==> config.mk <==
export PLATFORM = sky130hd
export DESIGN_NAME = count_updn_flat
export DESIGN_NICKNAME = d
export VERILOG_FILES = /design/src/rtl/count_updn_if.sv /design/src/rtl/count_updn.sv /design/src/flat_wrapper.sv
export SDC_FILE = /design/constraint.sdc
export NUM_CORES = 1
export LEC_CHECK = 0
export ABC_AREA = 1
export BUFFER_PORTS_ARGS = -buffer_cell sky130_fd_sc_hd__buf_2
export CAP_MARGIN = 20
export CORE_MARGIN = 1.5
export CORE_UTILIZATION = 25
export DETAILED_ROUTE_END_ITERATION = 6
export PLACE_DENSITY = 0.43
export SLEW_MARGIN = 0
export SYNTH_ARGS = -nofsm -noshare
export SYNTH_HDL_FRONTEND = slang
export SYNTH_SLANG_ARGS = --single-unit
==> constraint.sdc <==
create_clock -name clk -period 3.1 [get_ports clk]
set_input_delay 0.155 -clock clk [delete_from_list [all_inputs] [get_ports clk]]
set_output_delay 0.155 -clock clk [all_outputs]
set_load 0.005 [all_outputs]
==> src/rtl/count_updn_if.sv <==
// count_updn_if: control/status bundle for the count_updn counter.
//   master: drives en, up, clear, load, load_val; observes out, tc, wrap, ovf
//   slave : the counter itself
interface count_updn_if #(
  parameter int WIDTH = 4
);
  logic             en;
  logic             up;
  logic             clear;
  logic             load;
  logic [WIDTH-1:0] load_val;
  logic [WIDTH-1:0] out;
  logic             tc;
  logic             wrap;
  logic             ovf;

  modport master (
    output en, up, clear, load, load_val,
    input  out, tc, wrap, ovf
  );

  modport slave (
    input  en, up, clear, load, load_val,
    output out, tc, wrap, ovf
  );
endinterface

==> src/rtl/count_updn.sv <==
// count_updn: parametrised up/down counter with modulus MAX+1, count enable,
// parallel load (clamped to MAX), synchronous clear, wrap or saturate mode.
//   clk      rising-edge clock
//   reset_n  synchronous active-low reset
//   bus      count_updn_if.slave:
//            en, up, clear, load, load_val -> controls
//            out  current count
//            tc   out at the end of the range in the live direction
//            wrap registered pulse in the cycle showing a post-wrap/saturate value
//            ovf  sticky wrap/saturate flag, cleared by reset or clear
module count_updn #(
  parameter int               WIDTH    = 4,
  parameter logic [WIDTH-1:0] MAX      = {WIDTH{1'b1}},
  parameter bit               SATURATE = 1'b0
) (
  input  logic        clk,
  input  logic        reset_n,
  count_updn_if.slave bus
);

  localparam logic [WIDTH:0] MAX_X = {1'b0, MAX};
  localparam logic [WIDTH:0] ONE_X = {{WIDTH{1'b0}}, 1'b1};

  logic [WIDTH-1:0] out_q;
  logic             wrap_q;
  logic             ovf_q;

  logic [WIDTH:0]   cnt_x;
  logic [WIDTH:0]   inc_x;
  logic [WIDTH:0]   dec_x;
  logic             at_max;
  logic             at_zero;
  logic             hit_end;
  logic [WIDTH-1:0] step_val;
  logic [WIDTH-1:0] load_clamped;

  // One extra bit lets the increment overshoot and the decrement borrow be
  // seen directly, so end-of-range detection never relies on WIDTH-bit rollover.
  always_comb begin
    cnt_x    = {1'b0, out_q};
    inc_x    = cnt_x + ONE_X;
    dec_x    = cnt_x - ONE_X;
    at_max   = (inc_x > MAX_X);
    at_zero  = dec_x[WIDTH];
    hit_end  = 1'b0;
    step_val = out_q;
    if (bus.up) begin
      if (at_max) begin
        hit_end  = 1'b1;
        step_val = SATURATE ? MAX : '0;
      end else begin
        step_val = inc_x[WIDTH-1:0];
      end
    end else begin
      if (at_zero) begin
        hit_end  = 1'b1;
        step_val = SATURATE ? '0 : MAX;
      end else begin
        step_val = dec_x[WIDTH-1:0];
      end
    end
    load_clamped = (bus.load_val > MAX) ? MAX : bus.load_val;
  end

  always_ff @(posedge clk) begin
    if (!reset_n) begin
      out_q  <= '0;
      wrap_q <= 1'b0;
      ovf_q  <= 1'b0;
    end else if (bus.clear) begin
      out_q  <= '0;
      wrap_q <= 1'b0;
      ovf_q  <= 1'b0;
    end else if (bus.load) begin
      out_q  <= load_clamped;
      wrap_q <= 1'b0;
    end else if (bus.en) begin
      out_q  <= step_val;
      wrap_q <= hit_end;
      if (hit_end) begin
        ovf_q <= 1'b1;
      end
    end else begin
      wrap_q <= 1'b0;
    end
  end

  // tc tracks the live direction so it can be polled while the counter idles.
  assign bus.out  = out_q;
  assign bus.tc   = bus.up ? at_max : at_zero;
  assign bus.wrap = wrap_q;
  assign bus.ovf  = ovf_q;

endmodule

==> src/flat_wrapper.sv <==
// flat-port wrapper written by rule: the top's interface ports become plain ports
module count_updn_flat 
#(
  parameter int               WIDTH    = 4,
  parameter logic [WIDTH-1:0] MAX      = {WIDTH{1'b1}},
  parameter bit               SATURATE = 1'b0
)
  (clk, reset_n, bus_en, bus_up, bus_clear, bus_load, bus_load_val, bus_out, bus_tc, bus_wrap, bus_ovf);
  count_updn_if #(.WIDTH(WIDTH)) bus_i ();
  input  logic clk;
  input  logic reset_n;
  input wire logic [$bits(bus_i.en)-1:0] bus_en;
  input wire logic [$bits(bus_i.up)-1:0] bus_up;
  input wire logic [$bits(bus_i.clear)-1:0] bus_clear;
  input wire logic [$bits(bus_i.load)-1:0] bus_load;
  input wire logic [$bits(bus_i.load_val)-1:0] bus_load_val;
  output wire logic [$bits(bus_i.out)-1:0] bus_out;
  output wire logic [$bits(bus_i.tc)-1:0] bus_tc;
  output wire logic [$bits(bus_i.wrap)-1:0] bus_wrap;
  output wire logic [$bits(bus_i.ovf)-1:0] bus_ovf;
  assign bus_i.en = bus_en;
  assign bus_i.up = bus_up;
  assign bus_i.clear = bus_clear;
  assign bus_i.load = bus_load;
  assign bus_i.load_val = bus_load_val;
  assign bus_out = bus_i.out;
  assign bus_tc = bus_i.tc;
  assign bus_wrap = bus_i.wrap;
  assign bus_ovf = bus_i.ovf;
  count_updn #(.WIDTH(WIDTH), .MAX(MAX), .SATURATE(SATURATE)) u_core (.clk(clk), .reset_n(reset_n), .bus(bus_i));
endmodule
==> impl_summary.log <==
[metrics] status: finished, final reports clean
[metrics] die boundary height: 46.3 µm
[metrics] sequential group share of total power: 0.423
[metrics] number of remaining DRC errors: 0
[metrics] number of resized instances in the post-cts repair step: 0
[metrics] via density per instance: 4.55
[metrics] worst slew slack as a fraction of its limit: 0.781
[metrics] MaxCap Viol Count: 0
[metrics] Clock Power Share: 0.356
[metrics] Critical-path top delay cell: dfxtp_1
[metrics] CTS sink count: 6
[metrics] NetSw: 58.0 µW
[metrics] Die Outline Area: 0.00215 mm²
[metrics] number of failing setup endpoints in the final timing report: 0
[metrics] placeable core region: 0.00175 mm²
[metrics] final critical delay including setup and external delays: 1.90 ns
[metrics] total power divided by cell area: 333 mW/mm²
[metrics] longest individual stage delay on the worst path: 0.46 ns
[metrics] Tcrit/Tclk final: 0.614
[metrics] Skew-Pair Late Insertion Delay: 0.25 ns
[metrics] count of cell types in the netlist: 15
[metrics] count of warnings emitted by yosys: 0
[metrics] pin count of the biggest net entering global routing: 9
[metrics] aggregate negative setup slack: 0 ns
[metrics] number of placed cells counting well taps: 114
[metrics] Comb pwr share: 0.221
[metrics] number of port buffers: 16
[metrics] standby leakage power: 0.000312 µW
[metrics] count of hold-fix buffers inserted at cts: 0
[metrics] count of pins on the block boundary: 17
[metrics] vias in the first global route: 465
[metrics] required time worst endpoint: 2.94 ns
[metrics] drt first pass iters: 4
[metrics] Max Clock Freq: 525 MHz
[metrics] Max Fanout on Critical Path: 8
[metrics] final count of hold timing violations: 0
[metrics] wire length per cell: 10.3 µm
[metrics] CTS tree: yes
[metrics] Post-CTS Setup Repair Bufs: 0
[metrics] global route overflow: 0
[metrics] number of nets with antenna violations after routing: 0
[metrics] hold crit path type: primary input to register
[metrics] internal power consumption: 143 µW
[metrics] setup ws final: 1.20 ns
[metrics] Layout Cells excl Fill: 117
[metrics] Post-Syn Nets: 86
[metrics] clock root buffer master: clkbuf_4
[metrics] setup repair after global routing missed its margin: no
[metrics] launching element type of the critical path: register
[metrics] synthesized instance count: 73
[metrics] fraction of final layout cells with drive strength greater than 1: 0.326
[metrics] endpoint kind of the worst setup timing path: output pin
[metrics] Layout Area Growth over Synthesis: 28.5%
[metrics] clock transition at the register clock pins on the worst setup and hold paths after CTS: 0.04 ns
[metrics] DP HPWL: 956 µm
[metrics] Final nets: 107
[metrics] number of register bits inferred by synthesis: 6
[metrics] Worst-Margin Slew: 0.327 ns
[metrics] number of antenna violations at the first check in global routing: 0
[metrics] sequential share of the synthesized area: 0.256
[metrics] overall routed net length: 1.20 mm
[metrics] cell family contributing the most delay on the critical path: flip-flops
[metrics] Syn Area/Cell: 6.43 µm²
[metrics] largest clock skew in the final design: 0.00413 ns
[metrics] kind of critical path: register to output pin
[metrics] cell-by-cell trace of the critical path: inv_1, ha_1, nand2_2, nor2_2, nand2_2, nand2_2, nand2_2, nand2_2, buf_2
[metrics] wire length of the first global-routing pass: 2.00 mm
[metrics] Inserted Clock Buffers: 3
[metrics] fill cell total of the finished layout: 194
[metrics] most frequent cell on the critical path: nand2_2
[metrics] Iter 0 DRT Violations: 5
[metrics] utilization of the core after routing: 0.346
[metrics] Post-Place Setup Slack: 1.46 ns
[metrics] count of buffer and inverter cells on the critical path: 2
[metrics] number of cell rows: 15
[metrics] cell area after technology mapping: 469 µm²
[metrics] Arrival @ worst endpoint: 1.75 ns
[metrics] combined global-route utilization of all metal layers: 0.135
[metrics] CTS H-tree depth: 1
[metrics] antenna diode count: 0
[metrics] final weighted congestion in routability-driven placement: 0.751
[metrics] Clock Tree Buf Depth: 2
[metrics] Initial Utilization: 0.269
[metrics] x dimension of the die: 46.3 µm
[metrics] Peak supply drop: 0.259 mV
[metrics] via total after detailed routing: 532
[metrics] Sw Ratio: 0.289
[metrics] max-slew violation total from the final report: 0
[power groups by stage]
| stage | Combinational (µW) | Sequential [µW] | Clock [µW] |
|---|---|---|---|
| floorplan | 27.7 | 85.3 | 0 |
| global placement | 45.0 | 86.1 | 0 |
| detailed placement | 44.5 | 86.1 | 0 |
| CTS | 44.8 | 84.8 | 73.7 |
| global route | 50.7 | 85.2 | 83.7 |
| finish | 44.4 | 84.8 | 71.4 |
[synthesized netlist by cell type (all sizes together)]
cell | count | area (µm²)
nand4 | 3 | 18.8
a22oi | 4 | 30.0
nand3 | 8 | 45.0
o21ai | 2 | 10.0
inv | 12 | 45.0
nand2 | 23 | 106
dfxtp | 6 | 120
o211ai | 1 | 7.51
ha | 3 | 37.5
nor2 | 7 | 28.8
a21oi | 4 | 20.0
[layout by cell type (no fill, tap or decap), types with 4 or more instances in the layout]
master and n:
buf_2 16, nand2_1 15, inv_1 11, nand2_2 8
nand3_1 7, nor2_1 6, dfxtp_1 6, a22oi_1 4
a21oi_1 4
[layer usage]
layer	GRT usage	routed length [µm]
met5	0	0
met4	0.103	38
met3	0.0235	36
met2	0.192	519
met1	0.176	609
[state kept, by name, summed over array words and instances, names as in the netlist]
register and cells:
u_core.bus.out 4, u_core.bus.ovf 1, u_core.bus.wrap 1
[path summary, 6_finish.rpt]
kind	from	to	slack [ns]	cells after the start
setup / recovery	u_core.bus.out[0]	bus_tc	1.20	9
hold / removal	bus_clear	u_core.bus.wrap	0.22	4
hold reg to reg	u_core.bus.ovf	u_core.bus.ovf	0.46	2
setup reg to reg	u_core.bus.out[0]	u_core.bus.ovf	1.50	10
[logic make-up after synthesis]
kind of cell	count (synthesis)	synth area share
fa+ha+maj	3	0.0800
buf+inv	12	0.0960
flops	6	0.256
compound gates	11	0.144
simple gates	41	0.424
[cell type report]
cell class              count  area, µm²  share of cell area
inverters                  12       45.0              0.0747
clock buffers               3       22.5              0.0373
repair buffers             16       80.1               0.133
multi-input cells          55        304               0.504
flip-flops and latches      6        120               0.199
well taps                  25       31.3              0.0519
[per-stage QoR]
stage	hold WS (ns)	cell area (µm²)	power, µW
after global routing	0.218	603	220
final	0.215	603	201
after floorplan	0.343	469	113
after CTS	0.215	603	203
after detailed placement	0.443	581	131
after global placement	0.434	581	131
[worst min-delay path, stage by stage]
cell and delay, ns:
buf_2 0.07, nor2_1 0.06, nand3_2 0.08, inv_1 0.04
No activity file was read; power rests on OpenSTA's default activity.
